`src/rtl/ps2_kbd_ascii.sv`:
```
// PS/2 Set-2 keyboard to Apple-1 ASCII latch; KBD_HOTKEYS_EN adds F12 reset / F2 clear-screen hotkeys.
// kbd_ready rises 2 cycles after the stop bit is sampled; no back-pressure, a new key overwrites the latch.
module ps2_kbd_ascii #(
   parameter int FILTER_LEN = 8,
   parameter int TIMEOUT    = 14318
) (
   input  logic       clk14,
   input  logic       reset,
   input  logic       ps2_clk,
   input  logic       ps2_data,
   input  logic       kbd_ack,
   output logic [6:0] kbd_data,
   output logic       kbd_ready,
   output logic       frame_err,
   output logic       key_reset,
   output logic       key_cls
);
   localparam int              FW        = $clog2(FILTER_LEN + 1);
   localparam logic [FW-1:0]   FLT_LAST  = FW'(FILTER_LEN - 1);
   localparam logic [13:0]     TOUT_LAST = 14'(TIMEOUT - 1);

   typedef enum logic [1:0] {IDLE, DATA, PARITY, STOP} rx_state_t;

   logic [1:0]    clk_sync, dat_sync;
   logic          clk_filt;
   logic [FW-1:0] flt_cnt;
   logic          fall, din;

   rx_state_t     state_q, state_d;
   logic [2:0]    bit_cnt_q, bit_cnt_d;
   logic [7:0]    shreg_q, shreg_d;
   logic          par_q, par_d;
   logic [13:0]   tout_q, tout_d;
   logic          byte_vld, vld_d, err_d;

   logic          ext_q, brk_q, shift_q, ctrl_q;
   logic          prefix, emit;
   logic [7:0]    map_ch;
   logic [6:0]    emit_ch;

   // Synchronizers idle high so reset release never looks like a clock edge.
   always_ff @(posedge clk14 or posedge reset) begin
      if (reset) begin
         clk_sync <= 2'b11;
         dat_sync <= 2'b11;
         clk_filt <= 1'b1;
         flt_cnt  <= '0;
      end else begin
         clk_sync <= {clk_sync[0], ps2_clk};
         dat_sync <= {dat_sync[0], ps2_data};
         if (clk_sync[1] != clk_filt) begin
            if (flt_cnt == FLT_LAST) begin
               clk_filt <= clk_sync[1];
               flt_cnt  <= '0;
            end else begin
               flt_cnt <= flt_cnt + 1'b1;
            end
         end else begin
            flt_cnt <= '0;
         end
      end
   end

   assign fall = clk_filt && !clk_sync[1] && (flt_cnt == FLT_LAST);
   assign din  = dat_sync[1];

   always_ff @(posedge clk14 or posedge reset) begin
      if (reset) begin
         state_q   <= IDLE;
         bit_cnt_q <= '0;
         shreg_q   <= '0;
         par_q     <= 1'b0;
         tout_q    <= '0;
         byte_vld  <= 1'b0;
         frame_err <= 1'b0;
      end else begin
         state_q   <= state_d;
         bit_cnt_q <= bit_cnt_d;
         shreg_q   <= shreg_d;
         par_q     <= par_d;
         tout_q    <= tout_d;
         byte_vld  <= vld_d;
         frame_err <= err_d;
      end
   end

   always_comb begin
      state_d   = state_q;
      bit_cnt_d = bit_cnt_q;
      shreg_d   = shreg_q;
      par_d     = par_q;
      vld_d     = 1'b0;
      err_d     = 1'b0;
      tout_d    = (state_q == IDLE || fall) ? 14'd0 : tout_q + 14'd1;
      if (state_q != IDLE && !fall && tout_q == TOUT_LAST) begin
         state_d = IDLE;
         err_d   = 1'b1;
      end else if (fall) begin
         case (state_q)
            IDLE: begin
               if (!din) begin
                  state_d   = DATA;
                  bit_cnt_d = 3'd0;
               end
            end
            DATA: begin
               shreg_d   = {din, shreg_q[7:1]};
               bit_cnt_d = bit_cnt_q + 3'd1;
               if (bit_cnt_q == 3'd7) state_d = PARITY;
            end
            PARITY: begin
               par_d   = din;
               state_d = STOP;
            end
            default: begin
               if (din && (^{shreg_q, par_q})) vld_d = 1'b1;
               else                             err_d = 1'b1;
               state_d = IDLE;
            end
         endcase
      end
   end

   // US layout; shifted lowercase-range symbols fold down by clearing bit 5.
   function automatic logic [7:0] map_key(input logic [7:0] sc, input logic sh, input logic ct);
      logic [7:0] ch;
      ch = 8'h00;
      case (sc)
         8'h1C: ch = 8'h41;  8'h32: ch = 8'h42;  8'h21: ch = 8'h43;  8'h23: ch = 8'h44;
         8'h24: ch = 8'h45;  8'h2B: ch = 8'h46;  8'h34: ch = 8'h47;  8'h33: ch = 8'h48;
         8'h43: ch = 8'h49;  8'h3B: ch = 8'h4A;  8'h42: ch = 8'h4B;  8'h4B: ch = 8'h4C;
         8'h3A: ch = 8'h4D;  8'h31: ch = 8'h4E;  8'h44: ch = 8'h4F;  8'h4D: ch = 8'h50;
         8'h15: ch = 8'h51;  8'h2D: ch = 8'h52;  8'h1B: ch = 8'h53;  8'h2C: ch = 8'h54;
         8'h3C: ch = 8'h55;  8'h2A: ch = 8'h56;  8'h1D: ch = 8'h57;  8'h22: ch = 8'h58;
         8'h35: ch = 8'h59;  8'h1A: ch = 8'h5A;
         8'h16: ch = sh ? 8'h21 : 8'h31;  8'h1E: ch = sh ? 8'h40 : 8'h32;
         8'h26: ch = sh ? 8'h23 : 8'h33;  8'h25: ch = sh ? 8'h24 : 8'h34;
         8'h2E: ch = sh ? 8'h25 : 8'h35;  8'h36: ch = sh ? 8'h5E : 8'h36;
         8'h3D: ch = sh ? 8'h26 : 8'h37;  8'h3E: ch = sh ? 8'h2A : 8'h38;
         8'h46: ch = sh ? 8'h28 : 8'h39;  8'h45: ch = sh ? 8'h29 : 8'h30;
         8'h4E: ch = sh ? 8'h5F : 8'h2D;  8'h55: ch = sh ? 8'h2B : 8'h3D;
         8'h54: ch = sh ? 8'h7B : 8'h5B;  8'h5B: ch = sh ? 8'h7D : 8'h5D;
         8'h5D: ch = sh ? 8'h7C : 8'h5C;  8'h4C: ch = sh ? 8'h3A : 8'h3B;
         8'h52: ch = sh ? 8'h22 : 8'h27;  8'h41: ch = sh ? 8'h3C : 8'h2C;
         8'h49: ch = sh ? 8'h3E : 8'h2E;  8'h4A: ch = sh ? 8'h3F : 8'h2F;
         8'h0E: ch = sh ? 8'h7E : 8'h60;
         8'h5A: ch = 8'h0D;  8'h29: ch = 8'h20;  8'h66: ch = 8'h5F;  8'h76: ch = 8'h1B;
         default: ch = 8'h00;
      endcase
      if (ct && ch >= 8'h41 && ch <= 8'h5A) ch = ch - 8'h40;
      else if (ch >= 8'h60)                 ch[5] = 1'b0;
      return ch;
   endfunction

   assign prefix  = (shreg_q == 8'hE0) || (shreg_q == 8'hF0);
   assign map_ch  = map_key(shreg_q, shift_q, ctrl_q);
   assign emit    = byte_vld && !prefix && !brk_q &&
                    (ext_q ? (shreg_q == 8'h5A) : (map_ch != 8'h00));
   assign emit_ch = ext_q ? 7'h0D : map_ch[6:0];

   always_ff @(posedge clk14 or posedge reset) begin
      if (reset) begin
         ext_q     <= 1'b0;
         brk_q     <= 1'b0;
         shift_q   <= 1'b0;
         ctrl_q    <= 1'b0;
         kbd_data  <= '0;
         kbd_ready <= 1'b0;
      end else begin
         if (byte_vld) begin
            if (shreg_q == 8'hE0) begin
               ext_q <= 1'b1;
            end else if (shreg_q == 8'hF0) begin
               brk_q <= 1'b1;
            end else begin
               ext_q <= 1'b0;
               brk_q <= 1'b0;
               if (shreg_q == 8'h12 || shreg_q == 8'h59) shift_q <= !brk_q;
               if (shreg_q == 8'h14)                     ctrl_q  <= !brk_q;
            end
         end
         if (emit) begin
            kbd_data  <= emit_ch;
            kbd_ready <= 1'b1;
         end else if (kbd_ack) begin
            kbd_ready <= 1'b0;
         end
      end
   end

`ifdef KBD_HOTKEYS_EN
   always_ff @(posedge clk14 or posedge reset) begin
      if (reset) begin
         key_reset <= 1'b0;
         key_cls   <= 1'b0;
      end else begin
         key_cls <= 1'b0;
         if (byte_vld && !prefix && !ext_q) begin
            if (shreg_q == 8'h07)           key_reset <= !brk_q;
            if (shreg_q == 8'h06 && !brk_q) key_cls   <= 1'b1;
         end
      end
   end
`else
   assign key_reset = 1'b0;
   assign key_cls   = 1'b0;
`endif

endmodule

```
`config.mk`:
```
export PLATFORM = sky130hd
export DESIGN_NAME = ps2_kbd_ascii
export DESIGN_NICKNAME = d
export VERILOG_FILES = /design/src/rtl/ps2_kbd_ascii.sv
export SDC_FILE = /design/constraint.sdc
export NUM_CORES = 1
export LEC_CHECK = 0
export ABC_CLOCK_PERIOD_IN_PS = 4100
export BUFFER_PORTS_ARGS = -buffer_cell sky130_fd_sc_hd__buf_4
export CORE_UTILIZATION = 40
export CTS_CLUSTER_SIZE = 24
export DETAILED_ROUTE_END_ITERATION = 6
export MAX_ROUTING_LAYER = met4
export SLEW_MARGIN = 30
export SYNTH_ARGS = -nofsm -noshare
export SYNTH_HDL_FRONTEND = slang
export SYNTH_SLANG_ARGS = --single-unit
```
`constraint.sdc`:
```
create_clock -name clk14 -period 4.1 [get_ports clk14]
set_input_delay 0.615 -clock clk14 [delete_from_list [all_inputs] [get_ports clk14]]
set_output_delay 0.615 -clock clk14 [all_outputs]
set_load 0.02 [all_outputs]
```
==> flow_summary.toml <==
[status]
outcome = "finished, final reports clean"

[grt]
grtUsageTotal = 0.213
antenna_found_initial = 0
grt_max_degree = 52
grt_overflow = 0
grt_pass1_wl_um = 15800
grt_pass1_vias = 3084

[die]
num_rows = 34
die_x_um = 98.0
die_y_um = 98.0
fp.dieArea_um2 = 9610
ios = 16
initial_core_util = 0.419
coreArea_um2 = 8810

[synth]
seq_area_frac_synth = 0.348
synth_area_leaders = "dfrtp_1, nor2_1, nand2_1"
synth_xor_area_frac = 0.0498
yosysMostFrequentCell = "dfrtp_1"
synthSimpleGateAreaFrac = 0.285
yosys.area.top_type = "dfrtp_1"
synthTopCellsByCount = "dfrtp_1, nor2_1, nand2_1"
synth_fa_ha_area_frac = 0.0339
synth-compound-area-share = 0.161
postSynthAreaPerCell_um2 = 8.87
synth_area_um2 = 3690
synth_edf_count = 0
synth_top_family_by_area = "simple AND/OR/NAND/NOR gates"
async_reset_ff_frac = 1.00
muxShareOfSynthArea = 0.0553
synth.distinct_cells = 67
synth.top_cell.area_share = 0.312
yosys_warnings = 0
synthFlopType = "dfrtp_1"
ys_ff_latch = 51
syn_inst = 416

[sta]
maxSlewHeadroom = 0.426
hold_viol_final = 0
finalClockSkew_ns = 0.00653
slew_viol_final = 0
rsz0062_at_grt = "no"
layout_min_cycle_time_ns = 3.55
holdWs_ns = 0.360
max_freq_mhz = 282
tns_ns = 0
worst_slack_ns = 0.551
worst_slew_pin_slew_ns = 0.859
fin_crit_sh = 0.865
setup_viol = 0

[route]
routed_via_density = 6.09
vias = 3216
drc = 0
wl_um = 9470
drtPass1Iterations = 5
wl_per_cell_um = 17.9
drt_iter0_markers = 326
ant_nets = 0

[clock_tree]
clkLatencyLatePin_ns = 0.31
clk_pin_slew_ns = 0.10
cts_sinks = 51
cts_made_buffers = 5
htree_levels = 2
holdBufCountCts = 0
cts_setup_buffers = 0
cts_resized = 0
clock_path_buffers = 2
cts_tree = "yes"
cts_root_buffer = "clkbuf_8"

[placement]
pre_cts_ws_ns = 0.727
portBuffers = 13
gp_congestion = 0.990
dpl.hpwl_um = 6810

[critical_path]
cp_max_fo = 17
end_kind = "flop"
required_ns = 4.29
crit_path_start_kind = "flop"
crit_type = "reg2reg"
cp.arrival_ns = 3.74

[worst_hold_path]
hp-class = "reg2reg"

[power]
p_per_area_nw_per_um2 = 263
p_leak_uw = 0.00167
max-vdd-ir-drop_uv = 238
finalPower_uw = 1040

[layout]
drive_above_1_share = 0.160
area_growth_pct = 7.56
nets = 435
antenna_cells = 0
final_util = 0.451

[run]
cap_violations = 0
power by group:
part           switching (µW)  internal [µW]  leakage, µW
sequential               35.5            540     0.000682
clock                     167            179    0.0000502
combinational            72.3           50.2     0.000940
total                     275            769      0.00167
metrics by stage:
stage	std cells	instance area, µm²
2_1_floorplan	417	3690
3_3_place_gp	521	3860
3_5_place_dp	521	3860
4_1_cts	528	3970
5_1_grt	528	3970
6_report	528	3970
logic make-up (layout without fill, tap and decap cells):
group,after synthesis,count (layout)
buffers and inverters,47,50
xor gates and xnor gates,21,21
adders and majority gates,10,10
muxes,17,17
AOI/OAI and AO/OA,85,85
DFF,51,51
other,1,2
and+or+nand+nor,184,184
per-layer routing:
layer  share of wire  track usage  vias to the layer above
met1            0.43        0.275                     1506
met2            0.46        0.334                      158
li1                -            -                     1518
met3           0.072       0.0315                       34
met5               0            -                        -
met4           0.032       0.0851                        0
final timing paths:
| check | start | end | slack, ns | cells after the start |
|---|---|---|---|---|
| min in group asynchronous | reset | kbd_data[1] | 0.39 | 2 |
| max reg2reg | shreg_q[5] | kbd_data[2] | 0.55 | 10 |
| min | clk_sync[0] | clk_sync[1] | 0.36 | 0 |
| max | shreg_q[5] | kbd_data[2] | 0.55 | 10 |
| min reg2reg | clk_sync[0] | clk_sync[1] | 0.36 | 0 |
| max in group asynchronous | reset | shreg_q[2] | 3.29 | 2 |
cell usage in the layout, fill, tap and decap left out, types with 6 or more instances in the layout:
cell type / n
nor3_1: 15
nand4_1: 7
nand2b_1: 7
a31oi_1: 6
dfrtp_1: 46
inv_1: 12
xnor2_1: 12
o22ai_1: 6
nand3_1: 17
mux2_2: 7
ha_1: 10
a211oi_1: 8
xor2_1: 9
o21ai_0: 16
buf_4: 30
a21oi_1: 12
nor2_1: 42
nand2_1: 37
worst max-delay path: stages (launching register included):
cell and delay (ns):
dfrtp_1 0.71, buf_4 0.28, nor4b_4 0.11, a32oi_1 0.26, nand2_1 0.14, or4b_1 0.56, a211oi_1 0.37, nand4_1 0.16
o311a_1 0.35, buf_4 0.18, mux2_4 0.30
sequential cells by signal, summed over array words and instances (netlist names):
name,count
clk_filt,1
dat_sync,2
flt_cnt,4
kbd_data,7
kbd_ready,1
tout_q,14
byte_vld,1
bit_cnt_q,3
brk_q,1
shift_q,1
par_q,1
frame_err,1
state_q,2
ext_q,1
ctrl_q,1
shreg_q,8
clk_sync,2
area by class of cell:
class / count / area, µm²
fill: 833 / 4840
multi-input combinational: 319 / 2170
sequential: 51 / 1280
timing repair buffer: 30 / 225
tap: 108 / 135
clock buffer: 5 / 68.8
inverter: 13 / 51.3
clock inverter: 2 / 37.5
No activity file was read; power rests on OpenSTA's default activity.
